**src/rtl/sram_port_ctrl.sv**
```systemverilog
// sram_port_ctrl: request-side controller for one 1R1W byte-masked SRAM macro.
//
// Requests arrive on a valid/ready port. Writes go straight to the macro's W0
// pins in the fire cycle and produce no response. Reads drive R0 in the fire
// cycle. The macro returns data one cycle later, and that data is pushed into a
// small response FIFO. Reads are admitted only while a FIFO slot is reserved
// for them, so stalling the response port never drops data.
//
// Ports:
//   clock, reset_n        clock (also the macro clock), async active-low reset
//   req_valid/ready       request handshake
//   req_write             1 = write, 0 = read
//   req_addr/data/mask    word address, write data, byte enables
//   rsp_valid/ready       response handshake
//   rsp_data              FIFO head, read data
//   mem_W0_*              macro write port (en, addr, data, mask)
//   mem_R0_*              macro read port (en, addr, data returned next cycle)
//   busy                  a read is in flight or responses are buffered
module sram_port_ctrl #(
  parameter int ADDR_W    = 10,
  parameter int DATA_W    = 32,
  parameter int MASK_W    = DATA_W / 8,
  parameter int RSP_DEPTH = 3
) (
  input  logic              clock,
  input  logic              reset_n,
  input  logic              req_valid,
  output logic              req_ready,
  input  logic              req_write,
  input  logic [ADDR_W-1:0] req_addr,
  input  logic [DATA_W-1:0] req_data,
  input  logic [MASK_W-1:0] req_mask,
  output logic              rsp_valid,
  input  logic              rsp_ready,
  output logic [DATA_W-1:0] rsp_data,
  output logic              mem_W0_en,
  output logic [ADDR_W-1:0] mem_W0_addr,
  output logic [DATA_W-1:0] mem_W0_data,
  output logic [MASK_W-1:0] mem_W0_mask,
  output logic              mem_R0_en,
  output logic [ADDR_W-1:0] mem_R0_addr,
  input  logic [DATA_W-1:0] mem_R0_data,
  output logic              busy
);

  localparam int PTR_W = (RSP_DEPTH > 1) ? $clog2(RSP_DEPTH) : 1;
  localparam int CNT_W = $clog2(RSP_DEPTH + 1);

  localparam logic [PTR_W-1:0] LAST_PTR  = PTR_W'(RSP_DEPTH - 1);
  localparam logic [CNT_W-1:0] FULL_CNT  = CNT_W'(RSP_DEPTH);
  localparam logic [CNT_W:0]   DEPTH_EXT = (CNT_W + 1)'(RSP_DEPTH);

  logic [DATA_W-1:0] fifo_mem [RSP_DEPTH];
  logic [PTR_W-1:0]  head;
  logic [PTR_W-1:0]  tail;
  logic [CNT_W-1:0]  fifo_count;
  logic              rd_pending;

  logic              fire;
  logic              enq;
  logic              deq;
  logic [CNT_W:0]    credits_used;

  // A slot is spoken for as soon as the read is in flight, so the credit check
  // counts the pending read together with buffered entries. Only registered
  // state feeds req_ready, which keeps it free of combinational paths from the
  // request or response handshakes.
  always_comb begin
    credits_used = {1'b0, fifo_count} + {{CNT_W{1'b0}}, rd_pending};
    req_ready    = reset_n & (credits_used < DEPTH_EXT);
    fire         = req_valid & req_ready;
  end

  always_comb begin
    mem_W0_en   = fire & req_write & (|req_mask);
    mem_W0_addr = req_addr;
    mem_W0_data = req_data;
    mem_W0_mask = req_mask;
    mem_R0_en   = fire & ~req_write;
    mem_R0_addr = req_addr;
  end

  always_comb begin
    enq       = rd_pending;
    rsp_valid = (fifo_count != '0);
    deq       = rsp_valid & rsp_ready;
    rsp_data  = fifo_mem[head];
    busy      = rd_pending | rsp_valid;
  end

  function automatic logic [PTR_W-1:0] ptr_inc(input logic [PTR_W-1:0] p);
    return (p == LAST_PTR) ? '0 : p + 1'b1;
  endfunction

  always_ff @(posedge clock or negedge reset_n) begin
    if (!reset_n) begin
      rd_pending <= 1'b0;
      head       <= '0;
      tail       <= '0;
      fifo_count <= '0;
    end else begin
      rd_pending <= mem_R0_en;
      if (enq) tail <= ptr_inc(tail);
      if (deq) head <= ptr_inc(head);
      case ({enq, deq})
        2'b10:   fifo_count <= fifo_count + 1'b1;
        2'b01:   fifo_count <= fifo_count - 1'b1;
        default: fifo_count <= fifo_count;
      endcase
    end
  end

  // Storage needs no reset; the count alone decides which entries are live.
  always_ff @(posedge clock) begin
    if (enq) fifo_mem[tail] <= mem_R0_data;
  end

  a_no_overflow: assert property (@(posedge clock) disable iff (!reset_n)
    !(enq && fifo_count == FULL_CNT));

endmodule

```
**config.mk**
```make
export PLATFORM = sky130hd
export DESIGN_NAME = sram_port_ctrl
export DESIGN_NICKNAME = d
export VERILOG_FILES = /design/src/rtl/sram_port_ctrl.sv
export SDC_FILE = /design/constraint.sdc
export NUM_CORES = 1
export LEC_CHECK = 0
export BUFFER_PORTS_ARGS = -buffer_cell sky130_fd_sc_hd__buf_4
export CAP_MARGIN = 20
export CELL_PAD_IN_SITES_DETAIL_PLACEMENT = 0
export CELL_PAD_IN_SITES_GLOBAL_PLACEMENT = 1
export CORE_ASPECT_RATIO = 1.75
export CORE_MARGIN = 2
export CORE_UTILIZATION = 34
export DETAILED_ROUTE_END_ITERATION = 12
export PLACE_DENSITY_LB_ADDON = 0.1
export SYNTH_ARGS = -nofsm -noshare
export SYNTH_HDL_FRONTEND = slang
export SYNTH_SLANG_ARGS = --single-unit
export TNS_END_PERCENT = 20
```
**constraint.sdc**
```tcl
create_clock -name clock -period 3.1 [get_ports clock]
set_input_delay 0.62 -clock clock [delete_from_list [all_inputs] [get_ports clock]]
set_output_delay 0.62 -clock clock [all_outputs]
set_load 0.02 [all_outputs]
```
==> impl_metrics.ini, run 1 <==
[setup_path]
start_kind = register
worst_r2r_path_depth = 3
critPathCaptureType = primary output
critical_path.max_fanout = 16
required_ns = 2.48
worstPathArrival_ns = 1.82
r2r_slack_ns = 1.40
r2r-end = fifo_mem[1][26]
crit_end = rsp_data[25]
crit_type = reg2out
startpoint = head[0]
r2r_start = tail[0]

[placement]
globalplace.congestion = 0.668
port_buffers = 81
place_ws_ns = 0.981
post-dp-hpwl_um = 5150

[global_routing]
grt_first_pass_wirelength_um = 11600
grt_pass1_vias = 2251
groute.usage.overall = 0.117
overflow = 0
grt_max_degree = 29
antenna_found_initial = 0

[clock_tree]
htree_num_levels = 3
numCtsBuffers = 9
cts_root_buffer = clkbuf_16
post-cts-setup-buffers = 0
cts_hold_buf = 0
cts_buffer_depth = 2
clkTransAtPathRegs_ns = 0.06
cts.sinks = 103
cts_tree = built
cts_resized = 0
clock_latency_ns = 0.34

[timing]
worst_pin_slew_ns = 0.574
slew_headroom = 0.616
finalMaxSlewViolations = 0
layout_setup_ws_ns = 0.662
setup_viol = 0
fin_crit_ns = 2.44
hold_ws_ns = 0.0959
rsz0062_at_grt = no
skew_ns = 0.00575
hold_viol_final = 0
fin_crit_sh = 0.786
fmax_mhz = 410

[yosys]
syn_inst = 295
yosys_warnings = 0
avgSynthCellArea_um2 = 14.8
syn_area_mm2 = 0.00436
synth_cell_type_count = 25
seq_area_frac_synth = 0.702
synth_seq_cells = 103
synth_nets = 381

[route]
drt_iter0_markers = 93
vias = 2252
drtAntennaViolNets = 0
wl_per_cell_um = 15.3
drt_pass1_iterations = 4
detail_route.vias_per_cell = 4.50
drcViolationCount = 0
postRouteWirelength_um = 7690

[power_and_ir_drop]
p_leak_nw = 1.88
power-per-cell-area_mw_per_mm2 = 827
ir_drop_v = 0.000356

[die]
start_util = 0.348
die_area_mm2 = 0.0138
die_y_um = 154
rows = 54
coreArea_mm2 = 0.0125
io_pins = 176
die_w_um = 89.6

[status]
status = completed

[final_layout]
syn_to_final_growth_pct = 15.9
fin_nets = 414
n_antenna_cell = 0
drive_above_1_share = 0.327

[min_path]
hold_path.class = in2async

[run]
max-cap-violations = 0
logic make-up (layout without fill, tap and decap cells):
group,Yosys count,in the layout,synth area share
adders and majority gates,3,3,0.00862
xor gates and xnor gates,3,3,0.00603
DFF,103,103,0.702
muxes,32,32,0.0735
and+or+nand+nor,47,47,0.0460
buffers and inverters,69,107,0.117
AOI/OAI and AO/OA,38,38,0.0463
state kept, by name (all words and copies together), names as in the netlist:
name and count:
tail 2, fifo_count 2, head 2, fifo_mem 96, enq 1
worst max-delay path, stage by stage (launching register included):
cell     delay, ns
dfrtp_2       0.62
buf_4         0.33
mux2i_1       0.23
o21ai_1       0.12
buf_4         0.18
cell type report:
class / instances / area [um^2]
fill: 1190 / 7450
clock inverter: 6 / 61.3
sequential: 103 / 3060
inverter: 2 / 7.51
multi-input combinational: 123 / 810
tap: 168 / 210
clock buffer: 10 / 229
timing repair buffer: 89 / 668
synthesized netlist by cell type:
library cell,n,area share
nor3_1,2,0.0023
or2_1,1,0.0014
nand2_1,35,0.030
edfxtp_1,96,0.66
nand4b_1,1,0.0020
o21ai_1,34,0.039
nor2_1,4,0.0034
buf_2,4,0.0046
nand2b_1,1,0.0014
and3b_1,1,0.0020
inv_2,1,0.00086
xor2_1,1,0.0020
clkbuf_1,3,0.0026
mux2i_1,32,0.074
xnor2_1,2,0.0040
dfrtp_1,7,0.040
inv_1,1,0.00086
ha_1,3,0.0086
buf_8,2,0.0069
nor3b_1,1,0.0017
buf_6,2,0.0052
a21o_1,3,0.0052
or3_1,1,0.0014
buf_4,56,0.097
o41ai_1,1,0.0020
cell usage in the layout, fill, tap and decap left out, drive strengths merged, types with 4 or more instances in the layout:
master  count
clkinv      5
clkbuf     10
edfxtp     96
dfrtp       7
nor2        4
buf        89
o21ai      34
nand2      35
mux2i      32
layer usage:
layer | GRT usage | part of all wire | wire (um) | vias up
met3 | 0.0333 | 0.066 | 510 | 45
met4 | 0.0789 | 0.044 | 341 | 0
met5 | 0 | 0 | 0 | -
met2 | 0.185 | 0.51 | 3910 | 68
met1 | 0.132 | 0.38 | 2920 | 1063
li1 | - | - | - | 1076
worst min path at each step:
stage	to	depth (start not counted)
2_1_floorplan	enq	0
3_3_place_gp	enq	1
3_5_place_dp	enq	1
4_1_cts	head[1]	1
5_1_grt	enq	1
6_report	enq	1
power breakdown:
part	internal, W	leakage, nW	total [W]	switching [W]
combinational	0.000587	0.781	0.00132	0.000737
clock	0.000622	0.144	0.00108	0.000454
sequential	0.00164	0.952	0.00177	0.000133
total	0.00285	1.88	0.00417	0.00132
metrics by stage:
step                      cell area, um^2  instances  setup TNS, ns  total power (W)   util
after floorplan                      4360        295          -2.18          0.00274      -
after global placement               4760        485              0          0.00316  0.380
after detailed placement             4760        485              0          0.00316  0.380
after CTS                            5050        501              0          0.00425  0.404
after global routing                 5050        501              0          0.00441  0.404
final                                5050        501              0          0.00417  0.404
No activity file was read; power rests on OpenSTA's default activity.
==> inputs of run 2 (changes only) <==
--- a/config.mk
+++ b/config.mk
@@ -5,13 +5,14 @@
 export SDC_FILE = /design/constraint.sdc
 export NUM_CORES = 1
 export LEC_CHECK = 0
+export ABC_AREA = 1
 export BUFFER_PORTS_ARGS = -buffer_cell sky130_fd_sc_hd__buf_4
 export CAP_MARGIN = 20
 export CELL_PAD_IN_SITES_DETAIL_PLACEMENT = 0
 export CELL_PAD_IN_SITES_GLOBAL_PLACEMENT = 1
 export CORE_ASPECT_RATIO = 1.75
 export CORE_MARGIN = 2
-export CORE_UTILIZATION = 34
+export CORE_UTILIZATION = 37
 export DETAILED_ROUTE_END_ITERATION = 12
 export PLACE_DENSITY_LB_ADDON = 0.1
 export SYNTH_ARGS = -nofsm -noshare
==> constraint.sdc (replaced) <==
create_clock -name clock -period 2.3 [get_ports clock]
set_input_delay 0.46 -clock clock [delete_from_list [all_inputs] [get_ports clock]]
set_output_delay 0.46 -clock clock [all_outputs]
set_load 0.02 [all_outputs]
==> run 2 against run 1 <==
  * Area after synthesis is 1.5% lower
  * Worst hold slack better by 0.18 ns
  * Critical path type unchanged
  * Critical path depth is 2 higher
  * Clock power is 47% higher
  * Final cell count is 4.4% higher
  * Sequential power is 29% higher
  * Clock-buffer cell count is 1 higher
  * Non-clock buffer count is 4 higher
  * Largest power group unchanged
  * Via count is 10% higher
  * Sequential cell count stayed put
  * Wire length is 9.2% higher
  * Synthesized cell count is 17% higher
  * Highest routed layer unchanged
==> impl_metrics.ini, run 2 <==
[status]
status = completed

[global_routing]
antenna_found_initial = 0
groute.usage.overall = 0.141
grt_first_pass_wirelength_um = 13000
overflow = 0
grt_max_degree = 29
grt_pass1_vias = 2465

[yosys]
seq_area_frac_synth = 0.713
avgSynthCellArea_um2 = 12.4
synthFlopType = edfxtp_1
synth-adder-area-share = 0.00875
synth_top_family_by_area = simple AND/OR/NAND/NOR gates
synth_cell_type_count = 16
synthMuxAreaShare = 0
syn_area_mm2 = 0.00429
synth_compound_area_frac = 0.00233
yosysTopAreaCellShare = 0.672
synthArstFlopShare = 0.0680
synth_seq_cells = 103
synth-xor-area-share = 0.00204
synth.largest_area_cell = edfxtp_1
yosys_warnings = 0
ys_top_cells_by_area = edfxtp_1 (67%), buf_4 (10%), nand2_1 (9.8%)
synth_nets = 431
synth_edf_count = 96
syn_inst = 345
synth-simple-area-share = 0.154
yosysMostFrequentCell = nand2_1
synth_common_cells = nand2_1 (112), edfxtp_1 (96), buf_4 (57)

[setup_path]
critPathCaptureType = primary output
r2r-end = fifo_count[1]
crit_end = mem_R0_en
critical_path_depth = 6
critPathTopFamily = adder cells
max_stage_delay_ns = 0.44
critical_path_buf_inv_count = 1
required_ns = 1.84
cp_cell_sequence = ha_1 > ha_1 > nand2_1 > nand4_1 > nor2_2 > buf_4
r2r_start = fifo_count[1]
startpoint = enq
worstPathArrival_ns = 1.70
worst_r2r_path_depth = 9
start_kind = register
critical_path.max_fanout = 6
r2r_slack_ns = 0.83
crit_top_cell = ha_1
crit_type = reg2out
cp_slowest_cell = dfrtp_2

[clock_tree]
cts_root_buffer = clkbuf_16
cts.sinks = 103
clkTransAtPathRegs_ns = 0.06
cts_tree = built
clock_latency_ns = 0.34
htree_num_levels = 3
numCtsBuffers = 9
cts_buffer_depth = 2

[timing]
hold_viol_final = 0
fmax_mhz = 463
finalMaxSlewViolations = 0
fin_crit_ns = 2.16
fin_crit_sh = 0.940
layout_setup_ws_ns = 0.138
skew_ns = 0.00380
slew_headroom = 0.823
worst_pin_slew_ns = 0.265
setup_viol = 0

[final_layout]
final_cell_mix = nand2_1 (112), edfxtp_1 (96), buf_4 (90)
final_area_mm2 = 0.00504
postLayoutCoreUtil = 0.440
fin_nets = 469
syn_to_final_growth_pct = 17.6
n_antenna_cell = 0
drive_above_1_share = 0.291
largest_reg_flops = 96
final_cell_count_no_fill = 523
final_common_cell = nand2_1
nFillCells = 1057
top_register = fifo_mem

[die]
coreArea_mm2 = 0.0115
rows = 52
die_w_um = 85.4
start_util = 0.375
die_y_um = 146
die_area_mm2 = 0.0125
io_pins = 176

[min_path]
hold_path.class = in2reg

[route]
drt_iter0_markers = 85
drt_pass1_iterations = 4
vias = 2483
wl_per_cell_um = 16.1
drtAntennaViolNets = 0
postRouteWirelength_um = 8400
detail_route.vias_per_cell = 4.75
drcViolationCount = 0

[placement]
place_ws_ns = 0.457
dp_cells = 505
port_buffers = 81
placed_area_mm2 = 0.00471
post-dp-hpwl_um = 5530
globalplace.congestion = 0.679

[power_and_ir_drop]
ir_drop_v = 0.000605
p_total_w = 0.00603
p_leak_nw = 1.99
power-per-cell-area_mw_per_mm2 = 1200

[run]
max-cap-violations = 0
[run 2: cell count changes in the layout (fill, tap and decap cells not counted), sizes merged, moves of 3 or more]
cell / before / now
nand2: 35 / 112
nand3: 0 / 36
mux2i: 32 / 0
o21ai: 34 / 2
inv: 2 / 11
a21o: 3 / 0
buf: 89 / 92
nor2: 4 / 7
[run 2: kinds of logic after synthesis]
logic type / after synthesis
adders and majority gates: 3
and+or+nand+nor: 158
DFF: 103
xor gates and xnor gates: 1
buffers and inverters: 78
AOI/OAI and AO/OA: 2
[run 2: worst min path at each step]
stage	startpoint	cells after the start	to	slack, ns
after global routing	req_write	2	enq	0.28
after CTS	req_write	2	enq	0.28
after detailed placement	reset_n	1	enq	0.29
after global placement	reset_n	1	enq	0.29
after floorplan	reset_n	0	enq	0.16
final	req_write	2	enq	0.28
[run 2: power breakdown]
group | internal, W | leakage, nW | switching (W) | total, W
Clock | 0.000956 | 0.150 | 0.000631 | 0.00159
Sequential | 0.00221 | 0.952 | 0.0000753 | 0.00228
Combinational | 0.000829 | 0.887 | 0.00133 | 0.00216
Total | 0.00399 | 1.99 | 0.00204 | 0.00603
[run 2: through the flow]
| stage | hold slack (ns) | setup TNS, ns |
|---|---|---|
| 6_report | 0.278 | 0 |
| 3_5_place_dp | 0.294 | 0 |
| 4_1_cts | 0.277 | 0 |
| 3_3_place_gp | 0.291 | 0 |
| 2_1_floorplan | 0.164 | 0 |
| 5_1_grt | 0.277 | -0.00984 |
[run 2: what timing repair did]
action,4_1_cts,5_1_grt
hold buffers,1,0
buffers inserted,0,1
setup endpoints to repair,0,2
endpoints found under the hold margin,7,0
gates resized for setup,0,2
[run 2: per-layer routing]
layer	GRT usage	share of wire	vias to the layer above
met2	0.241	0.54	47
met3	0.0328	0.052	45
met5	0	0	-
met4	0.0944	0.047	0
met1	0.151	0.36	1210
li1	-	-	1181
[run 2: layout make-up]
| cell class | instances | area (um^2) | area share |
|---|---|---|---|
| Clock buffer | 11 | 233 | 0.0461 |
| Clock inverter | 5 | 81.3 | 0.0161 |
| Inverter | 12 | 45.0 | 0.00893 |
| Multi-Input combinational cell | 164 | 729 | 0.145 |
| Sequential cell | 103 | 3060 | 0.607 |
| Tap cell | 135 | 169 | 0.0335 |
| Timing Repair Buffer | 93 | 726 | 0.144 |
==> inputs of run 3 (changes only) <==
--- a/config.mk
+++ b/config.mk
@@ -15,6 +15,7 @@
 export CORE_UTILIZATION = 37
 export DETAILED_ROUTE_END_ITERATION = 12
 export PLACE_DENSITY_LB_ADDON = 0.1
+export SETUP_SLACK_MARGIN = 0.15
 export SYNTH_ARGS = -nofsm -noshare
 export SYNTH_HDL_FRONTEND = slang
 export SYNTH_SLANG_ARGS = --single-unit
==> run 3 against run 2 <==
  * Clock-buffer cell count unchanged
  * Via count up 2.1%
  * Die area unchanged
  * Clock power about the same
  * Worst hold slack better by 0.031 ns
  * Register-to-register slack worse by 0.14 ns
  * Setup slack better by 0.13 ns
  * Utilization up 0.99 points
  * Clock skew about the same
  * Final cell count up 2.1%
  * Critical path type unchanged
  * Critical endpoint unchanged
  * Largest power group is now combinational logic
==> impl_metrics.ini, run 3 (synthesized netlist as in run 2, its figures left out) <==
[die]
die_area_mm2 = 0.0125
die_y_um = 146
die_w_um = 85.4
start_util = 0.375
io_pins = 176
coreArea_mm2 = 0.0115
rows = 52

[final_layout]
top_register = fifo_mem
largest_reg_flops = 96
final_cell_mix = nand2_1 (112), buf_4 (100), edfxtp_1 (96)
postLayoutCoreUtil = 0.450
fin_nets = 480
n_antenna_cell = 0
final_common_cell = nand2_1
syn_to_final_growth_pct = 20.2
drive_above_1_share = 0.313

[clock_tree]
cts.sinks = 103
numCtsBuffers = 9
htree_num_levels = 3
cts_root_buffer = clkbuf_16
clock_latency_ns = 0.34
cts_tree = built
clkTransAtPathRegs_ns = 0.07
cts_buffer_depth = 2

[timing]
fin_crit_ns = 2.03
setup_viol = 0
fin_setup_tns_ns = 0
fin_crit_sh = 0.885
finalMaxSlewViolations = 0
fmax_mhz = 491
hold_ws_ns = 0.309
worst_pin_slew_ns = 0.266
rsz0062_at_grt = yes
layout_setup_ws_ns = 0.265
hold_viol_final = 0
skew_ns = 0.00347
slew_headroom = 0.822

[route]
detail_route.vias_per_cell = 4.75
drcViolationCount = 0
drtAntennaViolNets = 0
wl_per_cell_um = 16.0
vias = 2535
postRouteWirelength_um = 8540
drt_iter0_markers = 129
drt_pass1_iterations = 4

[setup_path]
start_kind = register
worstPathArrival_ns = 1.57
r2r_start = fifo_count[0]
startpoint = fifo_count[0]
cp_cell_sequence = ha_2 > ha_4 > nand2_1 > nand4_1 > nor2_2 > buf_4
critPathCaptureType = primary output
cp_slowest_cell = dfrtp_1
max_stage_delay_ns = 0.38
required_ns = 1.84
critical_path.max_fanout = 2
crit_type = reg2out

[placement]
place_ws_ns = 0.457
post-dp-hpwl_um = 5530
globalplace.congestion = 0.679
port_buffers = 81

[status]
status = completed

[min_path]
hold_path.class = in2reg
min_from = mem_R0_data[29]

[global_routing]
grt_pass1_vias = 2489
grt_max_degree = 29
overflow = 0
groute.usage.overall = 0.141
grt_first_pass_wirelength_um = 13100
antenna_found_initial = 0

[run]
max-cap-violations = 0

[power_and_ir_drop]
p_total_w = 0.00618
ir_drop_v = 0.000614
power-per-cell-area_mw_per_mm2 = 1200
p_leak_nw = 2.05
## run 3: metal layers
layer	global-route usage	routed length, um	up-vias
li1	-	-	1204
met1	0.151	3090	1236
met2	0.243	4590	50
met3	0.0328	460	45
met4	0.0944	395	0
met5	0	0	-
## run 3: timing repair
action	4_1_cts	5_1_grt
setup buffers	6	5
hold buffers	1	0
setup endpoints to repair	2	6
gates cloned	0	1
pin swaps	4	6
gates resized for setup	2	1
endpoints found under the hold margin	7	0
## run 3: where the power goes
group / switching (W) / internal, W / total, W
sequential: 0.0000754 / 0.00221 / 0.00228
clock: 0.000632 / 0.000956 / 0.00159
combinational: 0.00137 / 0.000942 / 0.00231
## run 3: worst paths after layout
kind / end / slack (ns) / cells after the start
worst min-delay path: fifo_mem[2][29] / 0.31 / 1
min in group asynchronous: fifo_count[0] / 0.48 / 2
worst max register to register: enq / 0.69 / 9
worst min register to register: fifo_count[1] / 0.57 / 2
worst max-delay path: mem_R0_en / 0.27 / 6
max in group asynchronous: head[1] / 1.68 / 2
## run 3: final cells by class
class / count / area [um^2]
fill: 1049 / 6290
inverter: 12 / 45.0
clock buffer: 11 / 233
tap: 135 / 169
sequential: 103 / 3060
timing repair buffer: 104 / 826
clock inverter: 5 / 81.3
multi-input combinational: 164 / 744
## run 3: stage by stage
stage	instances	cell area, um^2
3_3_place_gp	505	4710
6_report	534	5160
4_1_cts	528	5090
2_1_floorplan	345	4290
3_5_place_dp	505	4710
5_1_grt	534	5160
## run 3: worst max-delay path, delay by kind of cell, from the launching register on
kind / cells / cell delay (ns)
adders and majority gates: 2 / 0.40
DFF: 1 / 0.38
and+or+nand+nor: 3 / 0.30
buffers and inverters: 1 / 0.15
